[config.mk]
export PLATFORM = sky130hd
export DESIGN_NAME = demux
export DESIGN_NICKNAME = d
export VERILOG_FILES = /design/src/rtl/demux_pkg.sv /design/src/rtl/demux_decode.sv /design/src/rtl/demux.sv
export SDC_FILE = /design/constraint.sdc
export NUM_CORES = 1
export LEC_CHECK = 0
export BUFFER_PORTS_ARGS = -buffer_cell sky130_fd_sc_hd__buf_4
export CAP_MARGIN = 25
export CORE_AREA = 2 2 39 41
export DETAILED_ROUTE_END_ITERATION = 6
export DIE_AREA = 0 0 41 43
export PLACE_DENSITY = 0.44
export SLEW_MARGIN = 10
export SYNTH_ARGS = -nofsm -noshare
export SYNTH_HDL_FRONTEND = slang
export SYNTH_SLANG_ARGS = --single-unit
[constraint.sdc]
create_clock -name clk -period 0.8 [get_ports clk]
set_clock_uncertainty 0.05 [all_clocks]
set_input_delay 0 -clock clk [delete_from_list [all_inputs] [get_ports clk]]
set_output_delay 0 -clock clk [all_outputs]
set_load 0.03 [all_outputs]
[src/rtl/demux_pkg.sv]
// Shared constants for the 1-to-4 registered demultiplexer.
package demux_pkg;

  localparam int unsigned NUM_OUT = 4;
  localparam int unsigned SEL_W   = 2;

  localparam logic [SEL_W-1:0] SEL_Y0 = 2'd0;
  localparam logic [SEL_W-1:0] SEL_Y1 = 2'd1;
  localparam logic [SEL_W-1:0] SEL_Y2 = 2'd2;
  localparam logic [SEL_W-1:0] SEL_Y3 = 2'd3;

  // Default hit-counter width when DEMUX_CNT_EN is defined.
  localparam int unsigned CNT_W_DEFAULT = 8;

endpackage

[src/rtl/demux_decode.sv]
// Combinational 2-to-4 one-hot decoder, gated by in_valid.
module demux_decode
  import demux_pkg::*;
(
  input  logic [SEL_W-1:0]   sel,
  input  logic               in_valid,
  output logic [NUM_OUT-1:0] onehot
);

  // Decode the select into a one-hot route; no route when the input is not valid.
  always_comb begin
    onehot = '0;
    if (in_valid) begin
      unique case (sel)
        SEL_Y0: onehot = 4'b0001;
        SEL_Y1: onehot = 4'b0010;
        SEL_Y2: onehot = 4'b0100;
        SEL_Y3: onehot = 4'b1000;
        default: onehot = '0;
      endcase
    end
  end

endmodule

[src/rtl/demux.sv]
// Registered 1-to-4 demultiplexer with one-hot output-valid flags.
// Optional per-output saturating hit counters are built when the macro
// DEMUX_CNT_EN is defined; without it the routing path is unchanged.
module demux
  import demux_pkg::*;
#(
  parameter int unsigned WIDTH = 1,
  parameter int unsigned CNT_W = CNT_W_DEFAULT
) (
  input  logic               clk,
  input  logic               rst_n,
  input  logic [WIDTH-1:0]   D,
  input  logic               s0,
  input  logic               s1,
  input  logic               in_valid,
  output logic [WIDTH-1:0]   y0,
  output logic [WIDTH-1:0]   y1,
  output logic [WIDTH-1:0]   y2,
  output logic [WIDTH-1:0]   y3,
  output logic [NUM_OUT-1:0] y_valid
`ifdef DEMUX_CNT_EN
  ,
  input  logic               cnt_clr,
  output logic [CNT_W-1:0]   cnt0,
  output logic [CNT_W-1:0]   cnt1,
  output logic [CNT_W-1:0]   cnt2,
  output logic [CNT_W-1:0]   cnt3
`endif
);

  logic [NUM_OUT-1:0] hit;
  logic [WIDTH-1:0]   y_d [NUM_OUT];
  logic [WIDTH-1:0]   y_q [NUM_OUT];
  logic [NUM_OUT-1:0] y_valid_q;

  demux_decode u_decode (
    .sel      ({s1, s0}),
    .in_valid (in_valid),
    .onehot   (hit)
  );

  // Non-selected outputs are forced to zero so nothing holds over between routes.
  always_comb begin
    for (int i = 0; i < NUM_OUT; i++) begin
      y_d[i] = hit[i] ? D : '0;
    end
  end

  // Output register: one cycle of latency, cleared asynchronously.
  always_ff @(posedge clk or negedge rst_n) begin
    if (!rst_n) begin
      for (int i = 0; i < NUM_OUT; i++) begin
        y_q[i] <= '0;
      end
      y_valid_q <= '0;
    end else begin
      for (int i = 0; i < NUM_OUT; i++) begin
        y_q[i] <= y_d[i];
      end
      y_valid_q <= hit;
    end
  end

  assign y0      = y_q[0];
  assign y1      = y_q[1];
  assign y2      = y_q[2];
  assign y3      = y_q[3];
  assign y_valid = y_valid_q;

`ifdef DEMUX_CNT_EN
  localparam logic [CNT_W-1:0] CntMax = {CNT_W{1'b1}};

  logic [CNT_W-1:0] cnt_d [NUM_OUT];
  logic [CNT_W-1:0] cnt_q [NUM_OUT];

  // Saturating hit counters; a clear in the same cycle as a hit wins.
  always_comb begin
    for (int i = 0; i < NUM_OUT; i++) begin
      cnt_d[i] = cnt_q[i];
      if (cnt_clr) begin
        cnt_d[i] = '0;
      end else if (hit[i] && (cnt_q[i] != CntMax)) begin
        cnt_d[i] = cnt_q[i] + CNT_W'(1);
      end
    end
  end

  // Counter state register.
  always_ff @(posedge clk or negedge rst_n) begin
    if (!rst_n) begin
      for (int i = 0; i < NUM_OUT; i++) begin
        cnt_q[i] <= '0;
      end
    end else begin
      for (int i = 0; i < NUM_OUT; i++) begin
        cnt_q[i] <= cnt_d[i];
      end
    end
  end

  assign cnt0 = cnt_q[0];
  assign cnt1 = cnt_q[1];
  assign cnt2 = cnt_q[2];
  assign cnt3 = cnt_q[3];
`endif

endmodule

After elaboration in Yosys (flattened, before gate mapping)
Cells that the tools add are included.
{"block": "word_totals", "reg_bits": 8, "output_inout_bits": 8, "input_bits": 6}
{"block": "op_classes", "n_eq_ne": 3, "n_reduce_logical": 1, "n_mux": 6}
{"cell": "4-bit one-hot mux with 4 select lines", "n": 1}
{"cell": "2-bit == test (second input constant)", "n": 2}
{"cell": "1-bit two-way mux", "n": 4}
{"cell": "4-bit two-way mux", "n": 1}
{"cell": "2-bit by 1-bit == test with 1-bit output (second input constant)", "n": 1}
{"cell": "2-bit logical NOT", "n": 1}

Logic depth before layout (Yosys ltp)
{"block": "depth", "depth_word": 4, "depth_mapped": 1}

Cells and area by module
Synthesis repeated with hierarchy kept, for this count alone.
{"block": "unflattened", "hier_cells": 16, "hier_area_um2": 262.8}
{"module": "demux", "area_per_inst_um2": 225.2, "cells_each": 12, "instances": 1}
{"module": "demux_decode", "area_per_inst_um2": 37.5, "cells_each": 4, "instances": 1}

Worst setup path after synthesis
No wires, ideal clock.
{"block": "synth_path", "path_type": "register to output", "from": "register y_q (netlist bit y0)", "to": "output port y0", "path_buffers": 0, "arrival_ns": 0.467, "stages_incl_launch_ff": 1, "t_required_ns": 0.750, "slack_ns": 0.283, "cell_sequence": "dfrtp_1"}
{"element": "start: declaration", "line": "demux.sv:33", "source": "logic [WIDTH-1:0] y_q [NUM_OUT];"}
{"element": "start signal: indexed assignment", "line": "demux.sv:58", "source": "y_q[i] <= y_d[i];"}
{"element": "end: declaration", "line": "demux.sv:16", "source": "output logic [WIDTH-1:0] y0,"}
No word-level cell between the ends.

Worst setup path after layout
{"block": "layout_path", "from": "register y_q (netlist bit y1)", "to": "output port y1"}
{"element": "end: declaration", "line": "demux.sv:17", "source": "output logic [WIDTH-1:0] y1,"}
No word-level cell between the ends.

==> summary.txt <==
Placed design
  – RePlAce Congestion: 0.653
  – Placed Cells: 45
  – Worst Setup Slack post-DPL: 243 ps
  – DP Area: 398 um2
  – Port Buf Inserts: 13

Yosys
  – Mean Syn Cell Area: 17.5 um2
  – Post-synth top area share: 0.714
  – Share of the yosys chip area belonging to registers: 0.714
  – Cells after synthesis: 16
  – Yosys cell types: 7
  – Synth Net Count: 22
  – Area leader, netlist: dfrtp_1
  – Register bit total from synthesis: 8
  – Ys Warns: 0
  – Post-synthesis cell area: 280 um2
  – Synth top area cells: dfrtp_1, and4b_2, and3b_2

Detailed routing
  – Via count: 213
  – WL/cell: 9.79 um
  – Detailed Route Iter0 Violations: 1
  – Mean number of vias per cell: 4.10
  – Pre-antenna DRT Iters: 2
  – Drt total wl: 509 um
  – Remaining DRCs: 0
  – Antenna viol nets, final: 0

Layout
  – Non-Filler Instances: 52
  – Layout cells sized above 1: 0.667
  – Area taken by multi-input logic gates: 85.1 um2
  – Fin util: 0.358
  – Nets: 44
  – Area Overhead vs Synth: 76.8%
  – Ant. Diodes: 0
  – Reg area: 200 um2
  – Filler cells: 141
  – Fin area: 495 um2

Die
  – Boundary pin count: 14
  – Die ar.: 1760 um2
  – Starting Density: 0.203
  – Placeable Area: 1380 um2
  – Row cnt: 14
  – Die Width: 41 um
  – Die Ht: 43 um

Clock tree
  – # H-tree levels: 1
  – CTS buffer count: 3
  – Sink Count: 8
  – Setup Buffers After CTS: 0
  – TritonCTS clock tree: built
  – Clock Tree Buf Depth: 2
  – Root buffer cell: clkbuf_4
  – Reg clk slew, reported paths: 50 ps

Hold path
  – Worst Hold Class: in2reg
  – Hold Crit Start: in_valid
  – Hold EP: y_valid[3]$_DFF_PN0_
  – Hold path cells: 2

STA
  – Worst Tran Pin Value: 105 ps
  – Max-slew violation count: 0
  – Fin worst setup slack: -4.84 ps
  – RSZ-0062 raised after global routing: true
  – Setup TNS: -7.62 ps
  – # setup viols final: 2
  – Tcrit/Tclk final: 1.01
  – Post-route minimum period: 805 ps
  – Fmax: 1240 MHz
  – WHS: 6.40 ps
  – Hold Vio Cnt, Final: 0
  – Slew HR: 0.930

Setup path
  – Crit path largest cell delay: 370 ps
  – Worst path cell trace: buf_6
  – Startpoint types: flop
  – Top delay family on crit path: flip-flops
  – Critical path peak fanout: 1
  – Endpoint class of the critical path: output pin
  – CP max-delay cell: dfrtp_1
  – Crit path kind: reg2out
  – Number of buffers and inverters on the critical path: 1
  – Critical Path AT: 750 ps
  – Req. time, crit path: 750 ps

Pwr
  – Worst VDD drop: 0.623 mV
  – Total power: 840 uW
  – Leakage dissipation: 0.252 nW
  – Pwr/cell area: 1690 nW/um2

Global routing
  – Total grt overflow: 0
  – First-pass GRT wire length: 897 um
  – Number of global-route vias before repair: 208
  – Largest net degree at the start of global routing: 9
  – Antenna violations before repair: 0
  – Total GRT Usage: 0.0892

Status
  – Status: finished, violations left
  – Violated checks: negative setup slack

Run
  – Max-Cap Viols: 0
## area by class of cell
class                   count  area share
flip-flops and latches      8       0.404
multi-input cells           8       0.172
clock buffers               3      0.0455
repair buffers             17       0.338
well taps                  16      0.0404
## cells in the final DEF, fill, tap and decap left out
cell type	count
and3_2	1
and3b_2	2
and4_2	1
and4b_2	2
and4bb_2	1
buf_4	5
buf_6	8
clkbuf_4	3
dfrtp_1	8
dlygate4sd3_1	4
nor3b_2	1
## power by group
group	switching [mW]	internal [mW]	total (mW)
clock	0.121	0.171	0.292
combinational	0.0576	0.0661	0.124
sequential	0.00560	0.418	0.424
## worst max-delay path by stage
stage	from	slack, ps	endpoint	depth (start not counted)
after detailed placement	y_valid[3]$_DFF_PN0_	240	y_valid[3]	1
after global placement	y0$_DFF_PN0_	250	y0	1
after floorplan	y0$_DFF_PN0_	280	y0	0
final	y1$_DFF_PN0_	-5	y1	1
after global routing	y2$_DFF_PN0_	-40	y2	1
after CTS	y1$_DFF_PN0_	-20	y1	1
## cell families (layout without fill, tap and decap cells)
group | after synthesis | count (layout) | share of synthesized area
buffers and inverters | 0 | 20 | 0
flip-flops | 8 | 8 | 0.714
AND/OR/NAND/NOR | 8 | 8 | 0.286
## routing by layer
metal | part of all wire | GRT usage | vias to the layer above
met2 | 0.45 | 0.0875 | 15
li1 | - | - | 100
met1 | 0.36 | 0.0997 | 94
met5 | 0 | 0 | -
met3 | 0.10 | 0.0314 | 4
met4 | 0.081 | 0.160 | 0
## cell usage after synthesis
cell type / n
and4b_2: 2
and3b_2: 2
and3_2: 1
and4_2: 1
and4bb_2: 1
nor3b_1: 1
dfrtp_1: 8
## timing repair
action / CTS / global route
setup endpoints to repair: 8 / 9
hold buffers: 4 / 0
gates resized for setup: 8 / 1
endpoints found under the hold margin: 9 / 0
gates cloned: 0 / 0
## flip-flops by register name, summed over array words and instances, names as in the netlist
signal	flops
y0	1
y2	1
y_valid	4
y1	1
y3	1
Note: power is estimated with default switching activity, not from simulation.
